--- src/rtl/regfile_scoreboard.sv ---
// rtl/regfile_scoreboard.sv - register file with hardwired x0, writeback bypass and RAW pending scoreboard
module regfile_scoreboard #(
   parameter int DATA_WIDTH    = 32,
   parameter int ADDRESS_WIDTH = 5,
   parameter int NUM_RD        = 2,
   parameter int DEBUG_REG     = 10,
   parameter int BYPASS_EN     = 1
) (
   input  logic                            clk,
   input  logic                            rst_n,
   input  logic [NUM_RD*ADDRESS_WIDTH-1:0] rd_addr,
   input  logic [NUM_RD-1:0]               rd_use,
   output logic [NUM_RD*DATA_WIDTH-1:0]    rd_data,
   input  logic                            issue_en,
   input  logic [ADDRESS_WIDTH-1:0]        issue_addr,
   input  logic                            wb_en,
   input  logic [ADDRESS_WIDTH-1:0]        wb_addr,
   input  logic [DATA_WIDTH-1:0]           wb_data,
   input  logic                            flush,
   output logic                            hazard,
   output logic [2**ADDRESS_WIDTH-1:0]     pending,
   output logic [DATA_WIDTH-1:0]           dbg_data
);

   localparam int                       DEPTH    = 2**ADDRESS_WIDTH;
   localparam logic [ADDRESS_WIDTH-1:0] DBG_ADDR = ADDRESS_WIDTH'(DEBUG_REG);
   localparam bit                       BYPASS   = (BYPASS_EN != 0);

   logic [DATA_WIDTH-1:0] regs [DEPTH];
   logic [DEPTH-1:0]      pend_q;
   logic                  wb_live;

   // a writeback only lands in storage when it targets a real register
   assign wb_live = wb_en && (wb_addr != '0);

   // true when this cycle's writeback data should be forwarded to a reader of address a
   function automatic logic fwd_hit(input logic [ADDRESS_WIDTH-1:0] a);
      return BYPASS && wb_en && (wb_addr == a);
   endfunction

   // zero for x0, forwarded writeback data on a bypass hit, otherwise the stored value
   function automatic logic [DATA_WIDTH-1:0] read_port(input logic [ADDRESS_WIDTH-1:0] a);
      if (a == '0)
         return '0;
      if (fwd_hit(a))
         return wb_data;
      return regs[a];
   endfunction

   // storage array: x0 is never written so it keeps its reset value of zero
   always_ff @(posedge clk or negedge rst_n) begin
      if (!rst_n) begin
         for (int r = 0; r < DEPTH; r++)
            regs[r] <= '0;
      end else if (wb_live) begin
         regs[wb_addr] <= wb_data;
      end
   end

   // scoreboard: flush beats issue, issue beats writeback so a new producer keeps the bit set
   always_ff @(posedge clk or negedge rst_n) begin
      if (!rst_n) begin
         pend_q <= '0;
      end else begin
         pend_q[0] <= 1'b0;
         for (int r = 1; r < DEPTH; r++) begin
            if (flush)
               pend_q[r] <= 1'b0;
            else if (issue_en && (issue_addr == ADDRESS_WIDTH'(r)))
               pend_q[r] <= 1'b1;
            else if (wb_en && (wb_addr == ADDRESS_WIDTH'(r)))
               pend_q[r] <= 1'b0;
         end
      end
   end

   assign pending  = pend_q;
   assign dbg_data = read_port(DBG_ADDR);

   // read ports and hazard detection: a pending source is resolved only by a same-cycle forward
   always_comb begin
      rd_data = '0;
      hazard  = 1'b0;
      for (int i = 0; i < NUM_RD; i++) begin
         rd_data[i*DATA_WIDTH +: DATA_WIDTH] = read_port(rd_addr[i*ADDRESS_WIDTH +: ADDRESS_WIDTH]);
         if (rd_use[i]
             && (rd_addr[i*ADDRESS_WIDTH +: ADDRESS_WIDTH] != '0)
             && pend_q[rd_addr[i*ADDRESS_WIDTH +: ADDRESS_WIDTH]]
             && !fwd_hit(rd_addr[i*ADDRESS_WIDTH +: ADDRESS_WIDTH]))
            hazard = 1'b1;
      end
   end

endmodule

--- config.mk ---
export PLATFORM = sky130hd
export DESIGN_NAME = regfile_scoreboard
export DESIGN_NICKNAME = d
export VERILOG_FILES = /design/src/rtl/regfile_scoreboard.sv
export SDC_FILE = /design/constraint.sdc
export NUM_CORES = 2
export LEC_CHECK = 0
export BUFFER_PORTS_ARGS = -buffer_cell sky130_fd_sc_hd__buf_2
export CORE_AREA = 2 2 312 314
export CTS_CLUSTER_DIAMETER = 60
export DETAILED_ROUTE_END_ITERATION = 7
export DIE_AREA = 0 0 314 316
export PLACE_DENSITY = 0.8
export SYNTH_ARGS = -nofsm -noshare
export SYNTH_HDL_FRONTEND = slang
export SYNTH_SLANG_ARGS = --single-unit
--- constraint.sdc ---
create_clock -name clk -period 3.94 [get_ports clk]
set_input_delay 0.197 -clock clk [delete_from_list [all_inputs] [get_ports clk]]
set_output_delay 0.197 -clock clk [all_outputs]
set_load 0.01 [all_outputs]
==> After elaboration in Yosys (flattened, before gate mapping) <==
Index checks and enable logic that the tools add are counted.
{ "totals": {"output_inout_bits": 129, "inputBits": 59, "elab_cells": 371, "regBits": 1055} }
{ "op_classes": {"n_lt_le_gt_ge": 6, "mux": 125, "eq_ne": 64, "reduce_logical": 110, "bitwise_logic": 3} }
{ "op_table": {"columns": ["op", "n"], "rows": [
  ["$bwmux W1024", 1],
  ["$mux W32", 15],
  ["$bmux W32 S5", 2],
  ["$demux W32 S5", 1],
  ["$eq A5 B5 Y1 const B", 32],
  ["$mux W1", 104],
  ["$reduce_bool A3 Y1", 31],
  ["$eq A5 B4 Y1 const B", 16],
  ["$logic_and A1 B1 Y1", 72],
  ["$eq A5 B3 Y1 const B", 8],
  ["$eq A5 B2 Y1 const B", 4],
  ["$ge A6 B6 Y1 const B", 3],
  ["$not A5 Y6", 3],
  ["$reduce_bool A5 Y1", 3],
  ["$lt A5 B6 Y1 const B", 2],
  ["$bmux W1 S5", 2],
  ["$eq A5 B1 Y1 const B", 2],
  ["$eq A5 B5 Y1", 2],
  ["$logic_not A5 Y1", 2],
  ["$lt A6 B1 Y1 const B", 1],
  ["$logic_not A1 Y1", 2]
]} }

==> Logic depth before layout (Yosys ltp) <==
{ "depth": {"word_depth": 6, "depth_mapped": 10, "ltp_nobuf": 5} }

==> Least setup slack after synthesis <==
Ideal clock, no wire load.
{ "synth_path": {"kind": "input-to-output", "startpoint": "input rd_addr[1]", "endpoint": "output rd_data[4]", "arrival_time_ns": 1.868, "setup_slack_ns": 1.875, "n_path_buf": 3, "required_ns": 3.743, "cell_stages": 8, "cell_sequence": "buf_4 > buf_6 > clkbuf_1 > mux4_2 > nor2b_1 > a211oi_1 > a21oi_1 > a221o_1"} }
{ "synth_via": {"elab_chain_cells": 6} }
{ "synth_rtl": {"columns": ["element", "line_no", "rtl"], "rows": [
  ["start: declaration", "11", "input logic [NUM_RD*ADDRESS_WIDTH-1:0] rd_addr,"],
  ["$not A5 Y6 (implied by the code) / $eq A5 B5 Y1 (equally long branches)", "47, 38", null],
  ["$bmux W32 S5 / $logic_and A1 B1 Y1 (equally long branches)", "47, 38", null],
  ["$mux W32 (implied by the code) / $mux W1 (equally long branches) (2 in a row)", "47, 45", null],
  ["$mux W32", "47", "return regs[a];"],
  ["$mux W32 (*)", "45", "if (fwd_hit(a))"],
  ["end: declaration", "13", "output logic [NUM_RD*DATA_WIDTH-1:0] rd_data,"]
]} }
Mark *: on every way between the ends. The rest lies on a longest branch, timed or not. The select of a mux whose other input is x is not followed.

==> Final worst setup path <==
{ "layout_path": {"startpoint": "input rd_addr[7]", "endpoint": "output rd_data[47]"} }
Same word-level chain as after synthesis.

==> metrics.csv <==
stage,metric,value,unit
outcome,status,"complete, no violations",
placement,GPL Wtd Cong,0.9001,
critical_path,CP Class,input port to output pin,
pwr,Combinational Power Share,0.205,
yosys,Post-Synthesis Cell Area,57210,sq um
timing,Rel. slew slack,0.1949,
pwr,leakage power,0.02751,uW
final_layout,fillcell total,6487,
routing,DRT antenna net count,0,
pwr,Power Internal,23230,uW
grt,vias in the first global route,39330,
routing,DRT Pass-1 Iters,5,
run,max-cap check violation count,0,
yosys,Post-synth EDFFs,0,
final_layout,nets,3937,
critical_path,critical path capture point type,output pin,
grt,first-pass GRT wire length,258.1,mm
pwr,PwrDens,505.6,nW/um^2
pwr,Clk pwr share,0.345,
clock_tree,CTS Sinks,1055,
yosys,syn avg cell area,14.78,sq um
yosys,Gate Count Post-Synth,3872,
pwr,worst vdd ir,0.4038,mV
grt,total grt overflow,0,
critical_path,Setup crit start kind,input port,
final_layout,"most common cell after layout, fill and taps aside",dfrtp_1,
yosys,Post-Syn Nets,3931,
timing,min Tclk post-route,3.335,ns
timing,Worst Tran Pin Value,1.208,ns
yosys,"Distinct cells, synth",61,
routing,Vias,38540,
floorplanning,Die Ht,316,um
pwr,Sw Pwr,8722,uW
routing,Avg Vias per Cell,7.343,
hold_path,Worst Hold Class,input port to register,
yosys,ys async rst share,1.000,
timing,RSZ-0062 raised after global routing,no,
critical_path,"Data required, critical path",3.74,ns
placement,port bufs,186,
routing,1st-iter DRT viols,5088,
timing,Fmax,299.9,MHz
floorplanning,die width,314,um
yosys,dominant synthesized flop cell,dfrtp_1,
timing,Final period util,0.8464,
placement,placed insts,5029,
floorplanning,total core area,95990,sq um
floorplanning,row count,114,
clock_tree,TritonCTS Buffers,109,
timing,Final Slew Violations,0,
final_layout,final design utilization,0.6584,
yosys,Yosys warning count,0,
critical_path,CP max FO,28,
clock_tree,Worst-path clk slew,0.06,ns
clock_tree,CTS root buf,clkbuf_16,
timing,final setup violation count,0,
final_layout,ratio of cells with drive above 1 in the final layout,0.5246,
yosys,Synth Register Bits,1055,
final_layout,most frequent cells in the layout,"dfrtp_1, mux2_2, mux4_2",
floorplanning,# IOs,188,
grt,largest net degree at the start of global routing,119,
timing,Setup Skew,0,ns
floorplanning,initial core utilization,0.5960,
final_layout,Synth-to-Final Area Change,10.48,%
clock_tree,CTS Buffer Depth,3,
yosys,sequential area share after synthesis,0.4615,
timing,Final Hold Fails,0,
floorplanning,die area,99220,sq um
clock_tree,TritonCTS clock tree,built,
clock_tree,post-CTS sizing,0,
timing,Setup TNS,0,ns
routing,drt wl/cell,32.93,um
clock_tree,clk_lat worst skew,0.69,ns
grt,GRT Resource Usage Total,0.3522,
pwr,Switching Fraction,0.2729,
critical_path,WP data arrival,3.14,ns
final_layout,final instance count without filler cells,5249,
routing,routed wire length,172.9,mm
placement,hpwl dp,103.6,mm
clock_tree,number of H-tree levels,3,
routing,# DRC,0,
pwr,register share of total power,0.450,
grt,antenna violations before repair,10,
-- state kept, by name, summed over array words and instances (netlist names) --
signal,cells
regs,1024
pending,31
-- cells by family after synthesis --
kind of cell,count (synthesis),share of synthesized area
buffers and inverters,449,0.03921
XOR/XNOR,10,0.001531
other,1,0.00006555
AO/OA/AOI/OAI,366,0.04468
multiplexers,1660,0.4252
flip-flops,1055,0.4615
AND/OR/NAND/NOR,331,0.02788
-- worst max-delay path, cell delays in order --
cell and delay (ns):
buf_4 0.48, nand3_2 1.04, buf_4 0.57, o22ai_1 0.25, nor2_1 0.08, o211ai_1 0.26, nand2_1 0.09, buf_2 0.16
-- layer usage --
layer | vias up | track usage | wire [um]
met5 | - | 0 | 91
met4 | 14 | 0.1506 | 7929
met3 | 541 | 0.1116 | 22270
met2 | 2561 | 0.5221 | 77490
met1 | 20420 | 0.4850 | 65080
li1 | 15000 | - | -
-- through the flow --
step | area (sq um) | power, uW | hold slack [ns] | setup WS [ns]
CTS | 63190 | 31880 | 0.08032 | 0.8241
global placement | 59250 | 20570 | 0.2948 | 0.8899
floorplan | 57210 | 18900 | -0.09859 | 1.875
global route | 63190 | 33070 | 0.1517 | 0.5585
finish | 63200 | 31950 | 0.1103 | 0.6052
detailed placement | 59250 | 20920 | 0.2859 | 0.8520
-- power by group through the flow --
| stage | clock network, uW | registers [uW] | logic, uW |
|---|---|---|---|
| floorplan | 0 | 13900 | 4970 |
| finish | 11000 | 14400 | 6540 |
| global placement | 0 | 14300 | 6260 |
| detailed placement | 0 | 14500 | 6440 |
| global route | 11500 | 14600 | 6950 |
| CTS | 11100 | 14300 | 6510 |
-- cell type report --
| class | instances | area, sq um | area share |
|---|---|---|---|
| multi-input combinational | 2368 | 28750 | 0.4549 |
| sequential | 1055 | 26400 | 0.4177 |
| clock buffer | 148 | 3117 | 0.04931 |
| timing repair buffer | 343 | 2636 | 0.04171 |
| tap | 1276 | 1597 | 0.02526 |
| clock inverter | 52 | 683.2 | 0.01081 |
| antenna | 6 | 15.01 | 0.0002376 |
| inverter | 1 | 3.754 | 0.00005939 |
-- cells in the mapped netlist, types with 37 or more instances --
cell,count,area [sq um]
a211oi_1,41,307.8
mux2i_1,110,1101
mux2_2,1002,11280
o22ai_1,89,556.8
nor2_1,92,345.3
nand2_1,104,390.4
mux4_2,511,11510
dfrtp_1,1055,26400
buf_1,56,210.2
buf_2,106,530.5
o211ai_1,37,277.8
a21oi_1,51,255.2
clkbuf_1,233,874.6
nor2b_1,43,269.0
-- final timing paths --
check | cells past startpoint | end | slack, ns | start
max | 8 | rd_data[47] | 0.61 | rd_addr[7]
min | 4 | pending[12]$_DFFE_PN0P_ | 0.11 | wb_addr[1]
max reg2reg | 3 | pending[15]$_DFFE_PN0P_ | 2.60 | pending[15]$_DFFE_PN0P_
min reg2reg | 0 | regs[1005]$_DFFE_PN0P_ | 0.40 | regs[1005]$_DFFE_PN0P_
max in group asynchronous | 3 | pending[13]$_DFFE_PN0P_ | 2.60 | rst_n
min in group asynchronous | 2 | regs[689]$_DFFE_PN0P_ | 0.13 | rst_n
-- what timing repair did --
action                    CTS  global route
buffers inserted            0             0
hold buffers               14             0
hold endpoints to repair   97             0
Note: power is estimated with default switching activity, not from simulation.
